[src/rtl/pong_pkg.sv]
// ----------------------------------------------------------------------------
// pong_pkg : shared types, segment indices and the seven-segment hit test
// Rev 1.0  : initial release
// ----------------------------------------------------------------------------
`default_nettype none

package pong_pkg;

   typedef logic [11:0] rgb_t;
   typedef logic [6:0]  seg7_t;   // {g,f,e,d,c,b,a}
   typedef logic [3:0]  bcd_t;

   localparam int SEG_A = 0;
   localparam int SEG_B = 1;
   localparam int SEG_C = 2;
   localparam int SEG_D = 3;
   localparam int SEG_E = 4;
   localparam int SEG_F = 5;
   localparam int SEG_G = 6;

   // True when cell-relative (dx,dy) lies in any lit segment; corners overlap.
   function automatic logic seg_hit(
      input logic [11:0] dx,
      input logic [11:0] dy,
      input logic [11:0] w,
      input logic [11:0] h,
      input logic [11:0] t,
      input logic [11:0] l,
      input seg7_t       segs
   );
      logic upper, lower, left, right;
      upper = dy < (t + t + l);
      lower = dy >= (t + l);
      left  = dx < t;
      right = dx >= (w - t);
      return (segs[SEG_A] && (dy < t))
          || (segs[SEG_G] && lower && upper)
          || (segs[SEG_D] && (dy >= (h - t)))
          || (segs[SEG_F] && left  && upper)
          || (segs[SEG_B] && right && upper)
          || (segs[SEG_E] && left  && lower)
          || (segs[SEG_C] && right && lower);
   endfunction

endpackage

`default_nettype wire

[src/rtl/seg7_decode.sv]
// ----------------------------------------------------------------------------
// seg7_decode : BCD digit to seven-segment pattern, codes A-F all dark
// Rev 1.0     : initial release
// ----------------------------------------------------------------------------
`default_nettype none

module seg7_decode
   import pong_pkg::*;
(
   input  bcd_t  digit,
   output seg7_t segs
);

   always_comb begin
      segs = 7'h00;
      case (digit)
         4'd0:    segs = 7'h3f;
         4'd1:    segs = 7'h06;
         4'd2:    segs = 7'h5b;
         4'd3:    segs = 7'h4f;
         4'd4:    segs = 7'h66;
         4'd5:    segs = 7'h6d;
         4'd6:    segs = 7'h7d;
         4'd7:    segs = 7'h07;
         4'd8:    segs = 7'h7f;
         4'd9:    segs = 7'h6f;
         default: segs = 7'h00;
      endcase
   end

endmodule

`default_nettype wire

[src/rtl/score_display.sv]
// ----------------------------------------------------------------------------
// score_display : BCD score counter rendered as a two-digit 7-seg overlay.
//                 Post-point digit flashing is built when SCORE_FLASH_EN is set.
// Rev 1.0       : initial release
// ----------------------------------------------------------------------------
`default_nettype none

module score_display
   import pong_pkg::*;
#(
   parameter int   XLOC         = 100,
   parameter int   YLOC         = 100,
   parameter int   SEG_LEN      = 16,
   parameter int   SEG_T        = 4,
   parameter int   GAP          = 8,
   parameter rgb_t COLOR        = 12'hfff,
   parameter int   MAX_SCORE    = 11,
   parameter int   FLASH_FRAMES = 8
)(
   input  logic        clk,
   input  logic        rst,
   input  logic [10:0] x,
   input  logic [10:0] y,
   input  logic        frame_tick,
   input  logic        inc,
   input  logic        clear,
   output logic [11:0] rgb,
   output logic        win,
   output logic [7:0]  score
);

   localparam logic [11:0] c_t      = 12'(SEG_T);
   localparam logic [11:0] c_l      = 12'(SEG_LEN);
   localparam logic [11:0] c_w      = 12'(SEG_LEN + 2 * SEG_T);
   localparam logic [11:0] c_h      = 12'(2 * SEG_LEN + 3 * SEG_T);
   localparam logic [11:0] c_x_tens = 12'(XLOC);
   localparam logic [11:0] c_x_ones = 12'(XLOC + SEG_LEN + 2 * SEG_T + GAP);
   localparam logic [11:0] c_y      = 12'(YLOC);
   localparam logic [7:0]  c_max    = {4'(MAX_SCORE / 10), 4'(MAX_SCORE % 10)};

   logic [7:0] score_q, score_d;
   rgb_t       rgb_q, rgb_d;
   logic       inc_ok;
   logic       blink;

   assign inc_ok = inc && !clear && (score_q != c_max);

   always_comb begin
      score_d = score_q;
      if (clear) begin
         score_d = 8'h00;
      end else if (inc_ok) begin
         if (score_q[3:0] == 4'd9) begin
            score_d = {score_q[7:4] + 4'd1, 4'd0};
         end else begin
            score_d = {score_q[7:4], score_q[3:0] + 4'd1};
         end
      end
   end

`ifdef SCORE_FLASH_EN
   localparam logic [7:0] c_flash = 8'(FLASH_FRAMES);

   logic [7:0] flash_cnt_q, flash_cnt_d;
   logic       blink_q, blink_d;

   // A point reload outranks a simultaneous frame tick.
   always_comb begin
      flash_cnt_d = flash_cnt_q;
      blink_d     = blink_q;
      if (clear) begin
         flash_cnt_d = 8'd0;
         blink_d     = 1'b0;
      end else if (inc_ok) begin
         flash_cnt_d = c_flash;
         blink_d     = 1'b0;
      end else if (frame_tick && (flash_cnt_q != 8'd0)) begin
         flash_cnt_d = flash_cnt_q - 8'd1;
         blink_d     = (flash_cnt_q == 8'd1) ? 1'b0 : !blink_q;
      end
   end

   always_ff @(posedge clk) begin
      if (rst) begin
         flash_cnt_q <= 8'd0;
         blink_q     <= 1'b0;
      end else begin
         flash_cnt_q <= flash_cnt_d;
         blink_q     <= blink_d;
      end
   end

   assign blink = blink_q;
`else
   logic unused_frame_tick;
   assign unused_frame_tick = frame_tick;
   assign blink             = 1'b0;
`endif

   seg7_t tens_segs, ones_segs;

   seg7_decode u_dec_tens (.digit(score_q[7:4]), .segs(tens_segs));
   seg7_decode u_dec_ones (.digit(score_q[3:0]), .segs(ones_segs));

   logic [11:0] x_ext, y_ext, dx_tens, dx_ones, dy;
   logic        in_y, in_tens, in_ones, tens_hit, ones_hit;

   assign x_ext   = {1'b0, x};
   assign y_ext   = {1'b0, y};
   assign dx_tens = x_ext - c_x_tens;
   assign dx_ones = x_ext - c_x_ones;
   assign dy      = y_ext - c_y;

   assign in_y    = (y_ext >= c_y)      && (dy < c_h);
   assign in_tens = (x_ext >= c_x_tens) && (dx_tens < c_w);
   assign in_ones = (x_ext >= c_x_ones) && (dx_ones < c_w);

   // Leading zero of the tens digit is never drawn.
   assign tens_hit = in_y && in_tens && !blink && (score_q[7:4] != 4'd0)
                     && seg_hit(dx_tens, dy, c_w, c_h, c_t, c_l, tens_segs);
   assign ones_hit = in_y && in_ones && !blink
                     && seg_hit(dx_ones, dy, c_w, c_h, c_t, c_l, ones_segs);

   always_comb begin
      rgb_d = '0;
      if (tens_hit || ones_hit) begin
         rgb_d = COLOR;
      end
   end

   always_ff @(posedge clk) begin
      if (rst) begin
         score_q <= 8'h00;
         rgb_q   <= '0;
      end else begin
         score_q <= score_d;
         rgb_q   <= rgb_d;
      end
   end

   assign rgb   = rgb_q;
   assign score = score_q;
   assign win   = (score_q == c_max);

endmodule

`default_nettype wire

[config.mk]
export PLATFORM = sky130hd
export DESIGN_NAME = score_display
export DESIGN_NICKNAME = d
export VERILOG_FILES = /design/src/rtl/pong_pkg.sv /design/src/rtl/seg7_decode.sv /design/src/rtl/score_display.sv
export SDC_FILE = /design/constraint.sdc
export NUM_CORES = 1
export LEC_CHECK = 0
export ABC_CLOCK_PERIOD_IN_PS = 2450
export CAP_MARGIN = 20
export CORE_ASPECT_RATIO = 0.9
export CORE_UTILIZATION = 43
export CTS_CLUSTER_DIAMETER = 80
export DETAILED_ROUTE_END_ITERATION = 8
export PLACE_DENSITY = 0.76
export SYNTH_ARGS = -nofsm -noshare
export SYNTH_HDL_FRONTEND = slang
export SYNTH_HIERARCHICAL = 1
export SYNTH_SLANG_ARGS = --single-unit
[constraint.sdc]
create_clock -name clk -period 2.45 [get_ports clk]
set_input_delay 0.49 -clock clk [delete_from_list [all_inputs] [get_ports clk]]
set_output_delay 0.49 -clock clk [all_outputs]
set_load 0.01 [all_outputs]
# After elaboration in Yosys (flattened, before gate mapping)
# Memories as Yosys holds them, arrays and structs flattened. A register that Yosys moved wholly into a read port is not among the register bits.
# Cells that the tools add are included.
dict set report totals {
  ramBits 0
  inputBits 27
  reg_bits 20
  romBits 224
  out_inout_bits 21
  latch_bits 0
  n_memories 2
}
dict set report op_classes {
  div_mod_pow 0
  magnitude_cmp 14
  n_shift 0
  n_reduce_logical 51
  mul 0
  bitwise_logic 0
  n_addsub 5
  mux 6
  n_eq_ne 3
}
# memory depth width read_ports rd_clocked_by_memory_dff write_ports line
set mem_list {}
lappend mem_list {{(no name shown)} 16 7 1 1 0 seg7_decode.sv:16} ;# case (digit)
lappend mem_list {{(no name shown)} 16 7 1 1 0 seg7_decode.sv:16}
# cell n
set op_table {}
lappend op_table {{12-bit by 5-bit greater-or-equal comparator with 1-bit output (second input constant)} 3}
lappend op_table {{12-bit by 3-bit < comparator with 1-bit output (second input constant)} 3}
lappend op_table {{12-bit by 5-bit < comparator with 1-bit output (second input constant)} 3}
lappend op_table {{1-bit logical AND} 34}
lappend op_table {{11-bit by 7-bit subtractor with 12-bit output (second input constant)} 2}
lappend op_table {{11-bit by 7-bit greater-or-equal comparator with 1-bit output (second input constant)} 2}
lappend op_table {{4-bit 2-to-1 mux} 5}
lappend op_table {{1-bit logical OR} 13}
lappend op_table {{12-bit by 6-bit greater-or-equal comparator with 1-bit output (second input constant)} 1}
lappend op_table {{12-bit by 6-bit < comparator with 1-bit output (second input constant)} 1}
lappend op_table {{12-bit 2-to-1 mux} 1}
lappend op_table {{11-bit by 8-bit subtractor with 12-bit output (second input constant)} 1}
lappend op_table {{11-bit by 8-bit greater-or-equal comparator with 1-bit output (second input constant)} 1}
lappend op_table {{4-bit by 1-bit adder with 4-bit output (second input constant)} 2}
lappend op_table {{8-bit by 5-bit equality test with 1-bit output (second input constant)} 1}
lappend op_table {{8-bit by 5-bit inequality test with 1-bit output (second input constant)} 1}
lappend op_table {{4-bit equality test (second input constant)} 1}
lappend op_table {{4-bit nonzero test} 1}
lappend op_table {{2-bit AND reduction} 1}
lappend op_table {{2-bit OR reduction} 1}
lappend op_table {{1-bit logical NOT} 1}

# Longest topological paths before layout
# Gate-level depths: netlist of the first run.
dict set report depth {
  word_depth 13
  mapped_depth 9
  ltp_nobuf 9
}

# Cells and area by module
# The synthesis of the first run kept the hierarchy.
# mod instances area_each_um2 cells_each seq_area_each_um2
set by_module_without_submodules {}
lappend by_module_without_submodules {score_display 1 1251.2 160 180.2}
lappend by_module_without_submodules {{seg7_decode at u_dec_ones} 1 219.0 28 0.0}
lappend by_module_without_submodules {{seg7_decode at u_dec_tens} 1 201.4 26 0.0}

# Least setup slack after synthesis of the first run
# Ideal clock, no wire load.
dict set report synth_timing {
  kind {input-to-reg}
  from {input port y[3]}
  to {register rgb_q[10] (netlist: rgb[10])}
  arrival_ps 2573
  slack_ps -208
  required_time_ps 2364
  setup_time_ps 86
  path_stages 9
  cell_sequence {inv_1 > ha_1 > or2b_2 > a311o_2 > a211oi_4 > o21ai_2 > a211o_1 > a31o_1 > a211oi_1}
}
dict set report synth_via {
  elab_chain_cells 13
}
# item line
set synth_rtl {}
lappend synth_rtl {{start, declared} score_display.sv:23} ;# input logic [10:0] y,
lappend synth_rtl {{11-bit by 7-bit subtractor with 12-bit output} score_display.sv:112} ;# assign dy = y_ext - c_y;
lappend synth_rtl {{12-bit by 5-bit greater-or-equal comparator with 1-bit output} pong_pkg.sv:33} ;# lower = dy >= (t + l);
lappend synth_rtl {{1-bit logical AND (2 in series)} pong_pkg.sv:37} ;# || (segs[SEG_G] && lower && upper)
lappend synth_rtl {{1-bit logical OR} pong_pkg.sv:37}
lappend synth_rtl {{1-bit logical OR} pong_pkg.sv:38} ;# || (segs[SEG_D] && (dy >= (h - t)))
lappend synth_rtl {{1-bit logical OR} pong_pkg.sv:39} ;# || (segs[SEG_F] && left && upper)
lappend synth_rtl {{1-bit logical OR} pong_pkg.sv:40} ;# || (segs[SEG_B] && right && upper)
lappend synth_rtl {{1-bit logical OR} pong_pkg.sv:41} ;# || (segs[SEG_E] && left && lower)
lappend synth_rtl {{1-bit logical OR} pong_pkg.sv:42} ;# || (segs[SEG_C] && right && lower);
lappend synth_rtl {{1-bit logical AND, on equally long branches} {score_display.sv:120, score_display.sv:122}}
lappend synth_rtl {{1-bit logical OR (*)} score_display.sv:126} ;# if (tens_hit || ones_hit) begin
lappend synth_rtl {{12-bit 2-to-1 mux (*)} score_display.sv:126}
lappend synth_rtl {{end signal, assigned} score_display.sv:137} ;# rgb_q <= rgb_d;
lappend synth_rtl {{end, declared} score_display.sv:42} ;# rgb_t rgb_q, rgb_d;
# Every way passes the cells marked *; elsewhere a longest branch is shown, timed or not.
# A chain may end at the register's enable or synchronous reset.

# Final worst setup path of the first run
dict set report layout_timing {
  from {input port y[2]}
  to {register rgb_q[10] (netlist: rgb[10])}
}
# The elaborated chain is that of the path after synthesis.

==> results of run 1 <==
[worst reg2reg max path: cells and delay by family (launching register included)]
kind	cells	cell delay [ns]
AOI/OAI and AO/OA	4	0.95
buffers and inverters	1	0.14
DFF	1	0.42
adders and majority gates	1	0.25
and+or+nand+nor	1	0.19
[final cells by class]
class,instances,area [um^2],area share (%)
well taps,46,57.6,2.24
clock buffers,3,41.3,1.61
repair buffers,94,810,31.5
multi-input cells,169,1400,54.3
flip-flops and latches,9,180,7.00
inverters,20,82.6,3.21
clock inverters,1,5.00,0.195
[routing by layer]
| metal | share of wire, % | GRT usage [%] |
|---|---|---|
| met5 | 0 | 0 |
| met2 | 50 | 37.2 |
| met3 | 4.4 | 4.26 |
| met1 | 44 | 27.6 |
| met4 | 1.0 | 2.74 |
[repair_timing]
action / in CTS / in global routing
pin swaps: 19 / 11
endpoints found under the setup margin: 1 / 1
buffers inserted: 5 / 2
resized for setup: 36 / 25
hold endpoints to repair: 0 / 0
[power groups by stage]
stage	Combinational [mW]	Sequential, mW	Clock, mW
after floorplan	0.0805	0.152	0
after global routing	0.236	0.149	0.190
final	0.217	0.149	0.179
after detailed placement	0.193	0.152	0
after CTS	0.200	0.149	0.180
after global placement	0.192	0.152	0
[placed cells by master, fill, tap and decap left out, types with 2 or more instances in the layout]
master,count
nor3_1,5
xor2_1,5
nor3b_1,2
a41oi_1,2
nand2b_4,2
a21oi_1,9
clkbuf_2,2
mux2i_1,3
clkdlybuf4s50_1,30
buf_4,47
nor4_1,2
clkbuf_8,3
a21o_1,3
nand2b_1,3
and4_1,2
buf_8,2
xnor2_1,6
nor2b_1,4
nand2_1,8
dfxtp_1,9
dlygate4sd2_1,10
a211o_1,2
inv_1,17
ha_1,21
o21ai_0,13
o22ai_1,6
o21ai_2,2
a21oi_2,4
nor2_1,16
nand3_1,5
o21a_1,2
[flip-flops by register name, indices dropped and copies added, names as in the netlist]
| name | flops |
|---|---|
| score | 8 |
| rgb | 1 |
[synthesized netlist by cell type, types with 2 or more instances]
cell type | number | area [um^2]
nor2_1 | 16 | 60.1
nor3_1 | 5 | 25.0
o21ai_0 | 14 | 70.1
nor4b_1 | 2 | 17.5
o21a_1 | 2 | 15.0
a21o_1 | 3 | 22.5
nor2b_1 | 4 | 25.0
and4_1 | 2 | 17.5
xor2_1 | 5 | 43.8
mux2i_1 | 3 | 30.0
o22ai_1 | 6 | 37.5
nand3_1 | 5 | 25.0
a211oi_1 | 2 | 15.0
nand2b_1 | 4 | 25.0
inv_1 | 19 | 71.3
a41oi_1 | 2 | 17.5
buf_4 | 11 | 82.6
nor4_1 | 3 | 18.8
xnor2_1 | 7 | 61.3
o21ai_2 | 2 | 17.5
a211o_1 | 2 | 17.5
dfxtp_1 | 9 | 180
nor3b_1 | 2 | 15.0
nand2_1 | 8 | 30.0
a21oi_1 | 12 | 60.1
ha_1 | 23 | 288
buf_6 | 3 | 33.8
[cell families (layout without fill, tap and decap cells)]
kind of cell	count (synthesis)	after routing	share of synthesized area, %
XOR/XNOR	12	12	6.29
multiplexers	3	3	1.80
adder cells (fa/ha/maj)	23	23	17.2
buffers and inverters	36	118	12.5
AO/OA/AOI/OAI	65	65	27.9
AND/OR/NAND/NOR	66	66	23.5
flip-flops	9	9	10.8
[metrics by stage]
step                      setup TNS (ns)  power [mW]  hold slack, ns  std cells  setup WS, ns
after CTS                              0       0.529           0.672        340      0.000582
after detailed placement          -0.579       0.345           0.658        331        -0.579
final                            -0.0105       0.546           0.665        342       -0.0105
after global routing             -0.0863       0.575           0.705        342       -0.0863
after floorplan                  -0.0468       0.233           0.552        214       -0.0468
after global placement            -0.506       0.344           0.646        331        -0.506
[worst paths after layout]
path,cells past startpoint,start,slack [ns],to
worst max-delay path,9,y[2],-0.01,rgb[10]
worst min-delay path,2,score[0],0.66,score[0]
worst max register to register,7,score[4],0.37,rgb[10]
worst min register to register,2,score[0],0.66,score[0]
==> report_table.html, run 1 <==
<table>
<tr><th>Metric</th><th>Value</th></tr>
<tr><th colspan="2">Status</th></tr>
<tr><td>Run status</td><td>complete, but fails checks</td></tr>
<tr><td>Failing checks</td><td>setup timing</td></tr>
<tr><th colspan="2">Critical path</th></tr>
<tr><td>Worst path max stage delay</td><td>0.44 ns</td></tr>
<tr><td>Arrival time reported for the critical path endpoint</td><td>2.58 ns</td></tr>
<tr><td>Cell family contributing the most delay on the critical path</td><td>compound AO/OA/AOI/OAI gates</td></tr>
<tr><td>CP endpoint kind</td><td>register</td></tr>
<tr><td>Cells along the critical path</td><td>buf_8 -&gt; or3_4 -&gt; or4_4 -&gt; a211oi_4 -&gt; buf_4 -&gt; o211ai_1 -&gt; o2bb2ai_2 -&gt; o31ai_2 -&gt; a211oi_1</td></tr>
<tr><td>Maximum fanout along the worst path</td><td>3</td></tr>
<tr><td>Critical path's slowest cell</td><td>or4_4</td></tr>
<tr><td>Setup Crit Path Kind</td><td>input port to register</td></tr>
<tr><td>CP Data Required Time</td><td>2.56 ns</td></tr>
<tr><td>Startpoint type of the worst setup path</td><td>input port</td></tr>
<tr><td>Worst path buffer plus inverter count</td><td>2</td></tr>
<tr><th colspan="2">Power</th></tr>
<tr><td>Power density over cell area</td><td>212 mW/mm^2</td></tr>
<tr><td>Relative contribution of combinational cells to total power</td><td>39.8%</td></tr>
<tr><td>Net load switching power</td><td>0.166 mW</td></tr>
<tr><td>Leakage power summed over all cells</td><td>1.06 nW</td></tr>
<tr><td>Sw Share</td><td>30.5%</td></tr>
<tr><td>P_int</td><td>0.379 mW</td></tr>
<tr><td>Peak supply drop</td><td>0.275 mV</td></tr>
<tr><td>Part of the power in the clock network</td><td>32.9%</td></tr>
<tr><td>Relative contribution of sequential cells to total power</td><td>27.3%</td></tr>
<tr><th colspan="2">GRT</th></tr>
<tr><td>Largest net degree at the start of global routing</td><td>15</td></tr>
<tr><td>Overflow left after global routing</td><td>0</td></tr>
<tr><td>First-pass GRT wire length</td><td>6850 um</td></tr>
<tr><td>Via count of the first global-routing pass</td><td>1577</td></tr>
<tr><td>Number of antenna violations at the first check in global routing</td><td>0</td></tr>
<tr><td>GRT Total Usage</td><td>21.3%</td></tr>
<tr><th colspan="2">Timing</th></tr>
<tr><td>Max Clock Freq</td><td>406 MHz</td></tr>
<tr><td>Hold violation count in the final report</td><td>0</td></tr>
<tr><td>Final critical-path required period</td><td>2.46 ns</td></tr>
<tr><td>Setup slack after layout</td><td>-0.0105 ns</td></tr>
<tr><td>Post-route clock skew</td><td>0.000820 ns</td></tr>
<tr><td>Worst relative slew slack</td><td>63.5%</td></tr>
<tr><td>Max Slew Vio Count</td><td>0</td></tr>
<tr><td>Final setup violating endpoints</td><td>1</td></tr>
<tr><td>Final worst path period share</td><td>100%</td></tr>
<tr><td>Slew @ Worst Pin</td><td>0.542 ns</td></tr>
<tr><td>Setup repair after global routing missed its margin</td><td>yes</td></tr>
<tr><th colspan="2">Place</th></tr>
<tr><td>Placed cell area</td><td>0.00237 mm^2</td></tr>
<tr><td># port buffers</td><td>46</td></tr>
<tr><td>Global placement routability congestion</td><td>0.837</td></tr>
<tr><td>Post-DP HPWL</td><td>3290 um</td></tr>
<tr><th colspan="2">Clock tree</th></tr>
<tr><td>Cts bufs inserted</td><td>3</td></tr>
<tr><td>Number of H-tree levels</td><td>1</td></tr>
<tr><td>Clock root buffer</td><td>clkbuf_8</td></tr>
<tr><td>Hold buffers post-CTS</td><td>0</td></tr>
<tr><td>Clock tree from TritonCTS</td><td>built</td></tr>
<tr><td>CTS clk-pin slew, worst paths</td><td>0.05 ns</td></tr>
<tr><td>Number of buffers on the longest clock path</td><td>2</td></tr>
<tr><td>Clock sinks</td><td>9</td></tr>
<tr><td>Clock insertion delay at the later pin of the skew report</td><td>0.24 ns</td></tr>
<tr><th colspan="2">Synth</th></tr>
<tr><td>Post-synthesis cell type count</td><td>65</td></tr>
<tr><td>Mapped Cells</td><td>214</td></tr>
<tr><td>Number of enable-type register cells in the synthesized netlist</td><td>0</td></tr>
<tr><td>Avg Inst Size Synth</td><td>7.81 um^2</td></tr>
<tr><td>Post-synth net total</td><td>264</td></tr>
<tr><td>Proportion of register bits with asynchronous set or reset after synthesis</td><td>0%</td></tr>
<tr><td>Synthesized cell area</td><td>0.00167 mm^2</td></tr>
<tr><td>#FFs+latches synth</td><td>9</td></tr>
<tr><td>Warnings from Yosys</td><td>6</td></tr>
<tr><td>Sequential share of the synthesized area</td><td>10.8%</td></tr>
<tr><td>Leading register cell type out of synthesis</td><td>dfxtp_1</td></tr>
<tr><th colspan="2">Final layout</th></tr>
<tr><td>Share of layout cells above drive strength 1</td><td>30.7%</td></tr>
<tr><td>Number of antenna repair diodes</td><td>0</td></tr>
<tr><td>Area growth, synth to finish</td><td>53.9%</td></tr>
<tr><td>Number of nets at the end of the flow</td><td>347</td></tr>
<tr><td>Final design utilization</td><td>68.9%</td></tr>
<tr><td>Total of fill cells in the finished design</td><td>296</td></tr>
<tr><td>Summed area of non-filler cells in the final layout</td><td>0.00257 mm^2</td></tr>
<tr><th colspan="2">Hold path</th></tr>
<tr><td>Path type of the worst min-delay path</td><td>register to register</td></tr>
<tr><th colspan="2">Floorplan</th></tr>
<tr><td>Die area</td><td>0.00414 mm^2</td></tr>
<tr><td>Die width</td><td>67.7 um</td></tr>
<tr><td>Site row count</td><td>21</td></tr>
<tr><td>Ports</td><td>48</td></tr>
<tr><td>Total core area</td><td>0.00373 mm^2</td></tr>
<tr><td>Initial standard-cell utilization of the core</td><td>44.8%</td></tr>
<tr><td>Die H</td><td>61.2 um</td></tr>
<tr><th colspan="2">Drt</th></tr>
<tr><td>Per-cell via count in the routed design</td><td>5.37</td></tr>
<tr><td>Count of vias placed by the detailed router</td><td>1837</td></tr>
<tr><td>Average wire length per cell after detail routing</td><td>13.3 um</td></tr>
<tr><td>Sum of routed wire length over all layers</td><td>4560 um</td></tr>
<tr><td>Count of TritonRoute iterations in the first routing pass</td><td>4</td></tr>
<tr><td>Routed Antenna Nets</td><td>0</td></tr>
<tr><td>DRC violation count after routing</td><td>0</td></tr>
<tr><td>Drt first-iter violations</td><td>77</td></tr>
<tr><th colspan="2">Flow run</th></tr>
<tr><td>MaxCap Viol Count</td><td>0</td></tr>
</table>
Power figures use the tool's default switching activity.
==> inputs of run 2 (changes only) <==
--- a/config.mk
+++ b/config.mk
@@ -5,13 +5,12 @@
 export SDC_FILE = /design/constraint.sdc
 export NUM_CORES = 1
 export LEC_CHECK = 0
-export ABC_CLOCK_PERIOD_IN_PS = 2450
 export CAP_MARGIN = 20
 export CORE_ASPECT_RATIO = 0.9
-export CORE_UTILIZATION = 43
+export CORE_MARGIN = 2
+export CORE_UTILIZATION = 28
 export CTS_CLUSTER_DIAMETER = 80
 export DETAILED_ROUTE_END_ITERATION = 8
-export PLACE_DENSITY = 0.76
 export SYNTH_ARGS = -nofsm -noshare
 export SYNTH_HDL_FRONTEND = slang
 export SYNTH_HIERARCHICAL = 1
==> run 2 against run 1 <==
Net effect:
- the run now ends clean
- highest routed layer unchanged
- clock power hardly changed
- core utilization decreased by 24 points
- worst setup slack improved by 0.096 ns
- power fell by 0.96%
- global-route usage fell by 7.8 points
- hold slack got worse by 0.043 ns
- largest cell class unchanged
- sequential power about the same
- cell count grew 6.4%
- register-to-register slack better by 0.06 ns
- die area rose by 59%
==> report_table.html, run 2 (synthesis results as in run 1) <==
<table>
<tr><th>Metric</th><th>Value</th></tr>
<tr><th colspan="2">Status</th></tr>
<tr><td>Run status</td><td>finished clean (was complete, but fails checks)</td></tr>
<tr><th colspan="2">Floorplan</th></tr>
<tr><td>Site row count</td><td>26 (was 21)</td></tr>
<tr><td>Die area</td><td>0.00660 mm^2 (was 0.00414 mm^2)</td></tr>
<tr><td>Ports</td><td>48 (unchanged)</td></tr>
<tr><td>Total core area</td><td>0.00573 mm^2 (was 0.00373 mm^2)</td></tr>
<tr><td>Initial standard-cell utilization of the core</td><td>29.2% (was 44.8%)</td></tr>
<tr><td>Die width</td><td>85.4 um (was 67.7 um)</td></tr>
<tr><td>Die H</td><td>77.3 um (was 61.2 um)</td></tr>
<tr><th colspan="2">Clock tree</th></tr>
<tr><td>Clock root buffer</td><td>clkbuf_8 (unchanged)</td></tr>
<tr><td>Number of buffers on the longest clock path</td><td>2 (unchanged)</td></tr>
<tr><td>CTS clk-pin slew, worst paths</td><td>0.05 ns (about the same)</td></tr>
<tr><td>Clock insertion delay at the later pin of the skew report</td><td>0.24 ns (about the same)</td></tr>
<tr><td>Cts bufs inserted</td><td>3 (unchanged)</td></tr>
<tr><td>Hold buffers post-CTS</td><td>0 (unchanged)</td></tr>
<tr><td>Clock tree from TritonCTS</td><td>built (unchanged)</td></tr>
<tr><td>Number of H-tree levels</td><td>1 (unchanged)</td></tr>
<tr><td>Clock sinks</td><td>9 (unchanged)</td></tr>
<tr><th colspan="2">Drt</th></tr>
<tr><td>Routed Antenna Nets</td><td>0 (unchanged)</td></tr>
<tr><td>Average wire length per cell after detail routing</td><td>12.5 um (was 13.3 um)</td></tr>
<tr><td>Count of vias placed by the detailed router</td><td>1794 (was 1837)</td></tr>
<tr><td>Sum of routed wire length over all layers</td><td>4550 um (was 4560 um)</td></tr>
<tr><td>Per-cell via count in the routed design</td><td>4.93 (was 5.37)</td></tr>
<tr><td>DRC violation count after routing</td><td>0 (unchanged)</td></tr>
<tr><td>Drt first-iter violations</td><td>46 (was 77)</td></tr>
<tr><td>Count of TritonRoute iterations in the first routing pass</td><td>4 (unchanged)</td></tr>
<tr><th colspan="2">Place</th></tr>
<tr><td>Placed cell area</td><td>0.00241 mm^2 (was 0.00237 mm^2)</td></tr>
<tr><td>DP Worst Slack</td><td>-0.598 ns (was -0.579 ns)</td></tr>
<tr><td># port buffers</td><td>46 (unchanged)</td></tr>
<tr><td>Post-DP HPWL</td><td>3450 um (was 3290 um)</td></tr>
<tr><td>Number of instances in the placed design</td><td>356 (was 331)</td></tr>
<tr><td>Global placement routability congestion</td><td>0.815 (was 0.837)</td></tr>
<tr><th colspan="2">Timing</th></tr>
<tr><td>Setup slack after layout</td><td>0.0851 ns (was -0.0105 ns)</td></tr>
<tr><td>Slew @ Worst Pin</td><td>0.436 ns (was 0.542 ns)</td></tr>
<tr><td>Final worst path period share</td><td>96.5% (was 100%)</td></tr>
<tr><td>Setup repair after global routing missed its margin</td><td>yes (unchanged)</td></tr>
<tr><td>Post-route clock skew</td><td>0.00887 ns (was 0.000820 ns)</td></tr>
<tr><td>Max Slew Vio Count</td><td>0 (unchanged)</td></tr>
<tr><td>Max Clock Freq</td><td>423 MHz (was 406 MHz)</td></tr>
<tr><td>Final setup violating endpoints</td><td>0 (was 1)</td></tr>
<tr><td>Worst relative slew slack</td><td>70.7% (was 63.5%)</td></tr>
<tr><td>Final critical-path required period</td><td>2.36 ns (was 2.46 ns)</td></tr>
<tr><td>Sum of negative setup slack</td><td>0 ns (was -0.0105 ns)</td></tr>
<tr><td>Hold violation count in the final report</td><td>0 (unchanged)</td></tr>
<tr><td>Smallest hold slack</td><td>0.621 ns (was 0.665 ns)</td></tr>
<tr><th colspan="2">Critical path</th></tr>
<tr><td>Startpoint type of the worst setup path</td><td>input port (unchanged)</td></tr>
<tr><td>Worst path max stage delay</td><td>0.43 ns (was 0.44 ns)</td></tr>
<tr><td>Cell family contributing the most delay on the critical path</td><td>compound AO/OA/AOI/OAI gates (unchanged)</td></tr>
<tr><td>CP Data Required Time</td><td>2.57 ns (was 2.56 ns)</td></tr>
<tr><td>Critical path depth</td><td>9 (unchanged)</td></tr>
<tr><td>CP endpoint kind</td><td>register (unchanged)</td></tr>
<tr><td>Setup Crit Path Kind</td><td>input port to register (unchanged)</td></tr>
<tr><td>Cells along the critical path</td><td>buf_6 -&gt; or3_4 -&gt; or4_4 -&gt; a211oi_4 -&gt; buf_4 -&gt; o211ai_1 -&gt; o2bb2ai_2 -&gt; o31ai_4 -&gt; a211oi_2 (was buf_8 -&gt; or3_4 -&gt; or4_4 -&gt; a211oi_4 -&gt; buf_4 -&gt; o211ai_1 -&gt; o2bb2ai_2 -&gt; o31ai_2 -&gt; a211oi_1)</td></tr>
<tr><td>Maximum fanout along the worst path</td><td>3 (unchanged)</td></tr>
<tr><td>Reg2Reg Depth</td><td>7 (unchanged)</td></tr>
<tr><td>Critical path's slowest cell</td><td>or4_4 (unchanged)</td></tr>
<tr><td>Arrival time reported for the critical path endpoint</td><td>2.48 ns (was 2.58 ns)</td></tr>
<tr><td>Worst path buffer plus inverter count</td><td>2 (unchanged)</td></tr>
<tr><th colspan="2">Final layout</th></tr>
<tr><td>Top library cells by usage in the layout, fill and taps aside</td><td>buf_4, clkdlybuf4s50_1, ha_1, nor2_1, inv_1 (was buf_4, clkdlybuf4s50_1, ha_1, inv_1, nor2_1)</td></tr>
<tr><td>Post-layout instance count excluding filler cells</td><td>364 (was 342)</td></tr>
<tr><td>Leading cell type in the layout, fill and taps excluded</td><td>buf_4 (unchanged)</td></tr>
<tr><td>Flip-flop count of the largest register, all copies and words added</td><td>8 (unchanged)</td></tr>
<tr><td>Combined flip-flop and latch cell area</td><td>180 um^2 (unchanged)</td></tr>
<tr><td>Total of fill cells in the finished design</td><td>583 (was 296)</td></tr>
<tr><td>Number of nets at the end of the flow</td><td>345 (was 347)</td></tr>
<tr><td>Final design utilization</td><td>45.4% (was 68.9%)</td></tr>
<tr><td>Summed area of non-filler cells in the final layout</td><td>0.00260 mm^2 (was 0.00257 mm^2)</td></tr>
<tr><td>Multi-input logic area</td><td>0.00142 mm^2 (was 0.00140 mm^2)</td></tr>
<tr><td>Area growth, synth to finish</td><td>55.6% (was 53.9%)</td></tr>
<tr><td>Share of layout cells above drive strength 1</td><td>30.3% (was 30.7%)</td></tr>
<tr><td>Number of antenna repair diodes</td><td>0 (unchanged)</td></tr>
<tr><th colspan="2">Hold path</th></tr>
<tr><td>WHS Path Cells</td><td>2 (unchanged)</td></tr>
<tr><td>Path type of the worst min-delay path</td><td>register to register (unchanged)</td></tr>
<tr><th colspan="2">Power</th></tr>
<tr><td>Sw Share</td><td>30.2% (was 30.5%)</td></tr>
<tr><td>Relative contribution of combinational cells to total power</td><td>39.0% (was 39.8%)</td></tr>
<tr><td>Net load switching power</td><td>0.163 mW (was 0.166 mW)</td></tr>
<tr><td>Relative contribution of sequential cells to total power</td><td>27.6% (was 27.3%)</td></tr>
<tr><td>Final Power</td><td>0.540 mW (was 0.546 mW)</td></tr>
<tr><td>Peak supply drop</td><td>0.218 mV (was 0.275 mV)</td></tr>
<tr><td>Part of the power in the clock network</td><td>33.4% (was 32.9%)</td></tr>
<tr><td>Leakage power summed over all cells</td><td>1.04 nW (was 1.06 nW)</td></tr>
<tr><td>P_int</td><td>0.377 mW (was 0.379 mW)</td></tr>
<tr><td>Power density over cell area</td><td>208 mW/mm^2 (was 212 mW/mm^2)</td></tr>
<tr><th colspan="2">GRT</th></tr>
<tr><td>Largest net degree at the start of global routing</td><td>15 (unchanged)</td></tr>
<tr><td>Via count of the first global-routing pass</td><td>1692 (was 1577)</td></tr>
<tr><td>Number of antenna violations at the first check in global routing</td><td>0 (unchanged)</td></tr>
<tr><td>Overflow left after global routing</td><td>0 (unchanged)</td></tr>
<tr><td>GRT Total Usage</td><td>13.5% (was 21.3%)</td></tr>
<tr><td>First-pass GRT wire length</td><td>7530 um (was 6850 um)</td></tr>
<tr><th colspan="2">Flow run</th></tr>
<tr><td>MaxCap Viol Count</td><td>0 (unchanged)</td></tr>
</table>
[run 2: routing by layer]
metal  global-route usage (%)  up-vias  routed length (um)
met4                     3.17        0                  78
met1                     18.2      830                2120
met3                     2.58        8                 189
met5                        0        -                   0
li1                         -      920                   -
met2                     22.0       36                2160
[run 2: final cells by class]
class,count,area share [%]
inverters,20,2.98
repair buffers,92,30.5
multi-input cells,169,54.5
clock buffers,4,1.73
flip-flops and latches,9,6.93
well taps,70,3.37
[run 2: worst register-to-register path: stages, from the launching register on]
cell      delay (ns)
dfxtp_1         0.51
inv_1           0.16
ha_1            0.33
o21ai_0         0.17
a22oi_1         0.11
a211o_1         0.28
a31o_1          0.23
a211oi_2        0.16
[run 2: what timing repair did]
| action | in CTS | in global routing |
|---|---|---|
| endpoints found under the setup margin | 1 | 1 |
| buffers inserted | 4 | 0 |
| resized for setup | 48 | 13 |
| pin swaps | 18 | 10 |
[run 2: power groups by stage]
stage	Combinational, mW	Clock (mW)	Sequential, mW
after floorplan	0.0805	0	0.152
after global placement	0.194	0	0.152
after detailed placement	0.195	0	0.152
after CTS	0.204	0.185	0.149
after global routing	0.229	0.192	0.149
final	0.211	0.180	0.149
[run 2: worst paths after layout]
| kind | slack, ns | startpoint | to |
|---|---|---|---|
| setup / recovery | 0.09 | y[4] | rgb[10] |
| hold / removal | 0.62 | score[5] | score[5] |
| setup reg to reg | 0.43 | score[0] | rgb[10] |
| hold reg to reg | 0.62 | score[5] | score[5] |
==> inputs of run 3 (changes only) <==
--- a/config.mk
+++ b/config.mk
@@ -9,7 +9,6 @@
 export CORE_ASPECT_RATIO = 0.9
 export CORE_MARGIN = 2
 export CORE_UTILIZATION = 28
-export CTS_CLUSTER_DIAMETER = 80
 export DETAILED_ROUTE_END_ITERATION = 8
 export SYNTH_ARGS = -nofsm -noshare
 export SYNTH_HDL_FRONTEND = slang
==> results of run 3 <==
No change in the layout: final DEF, timing and power equal those of run 2.
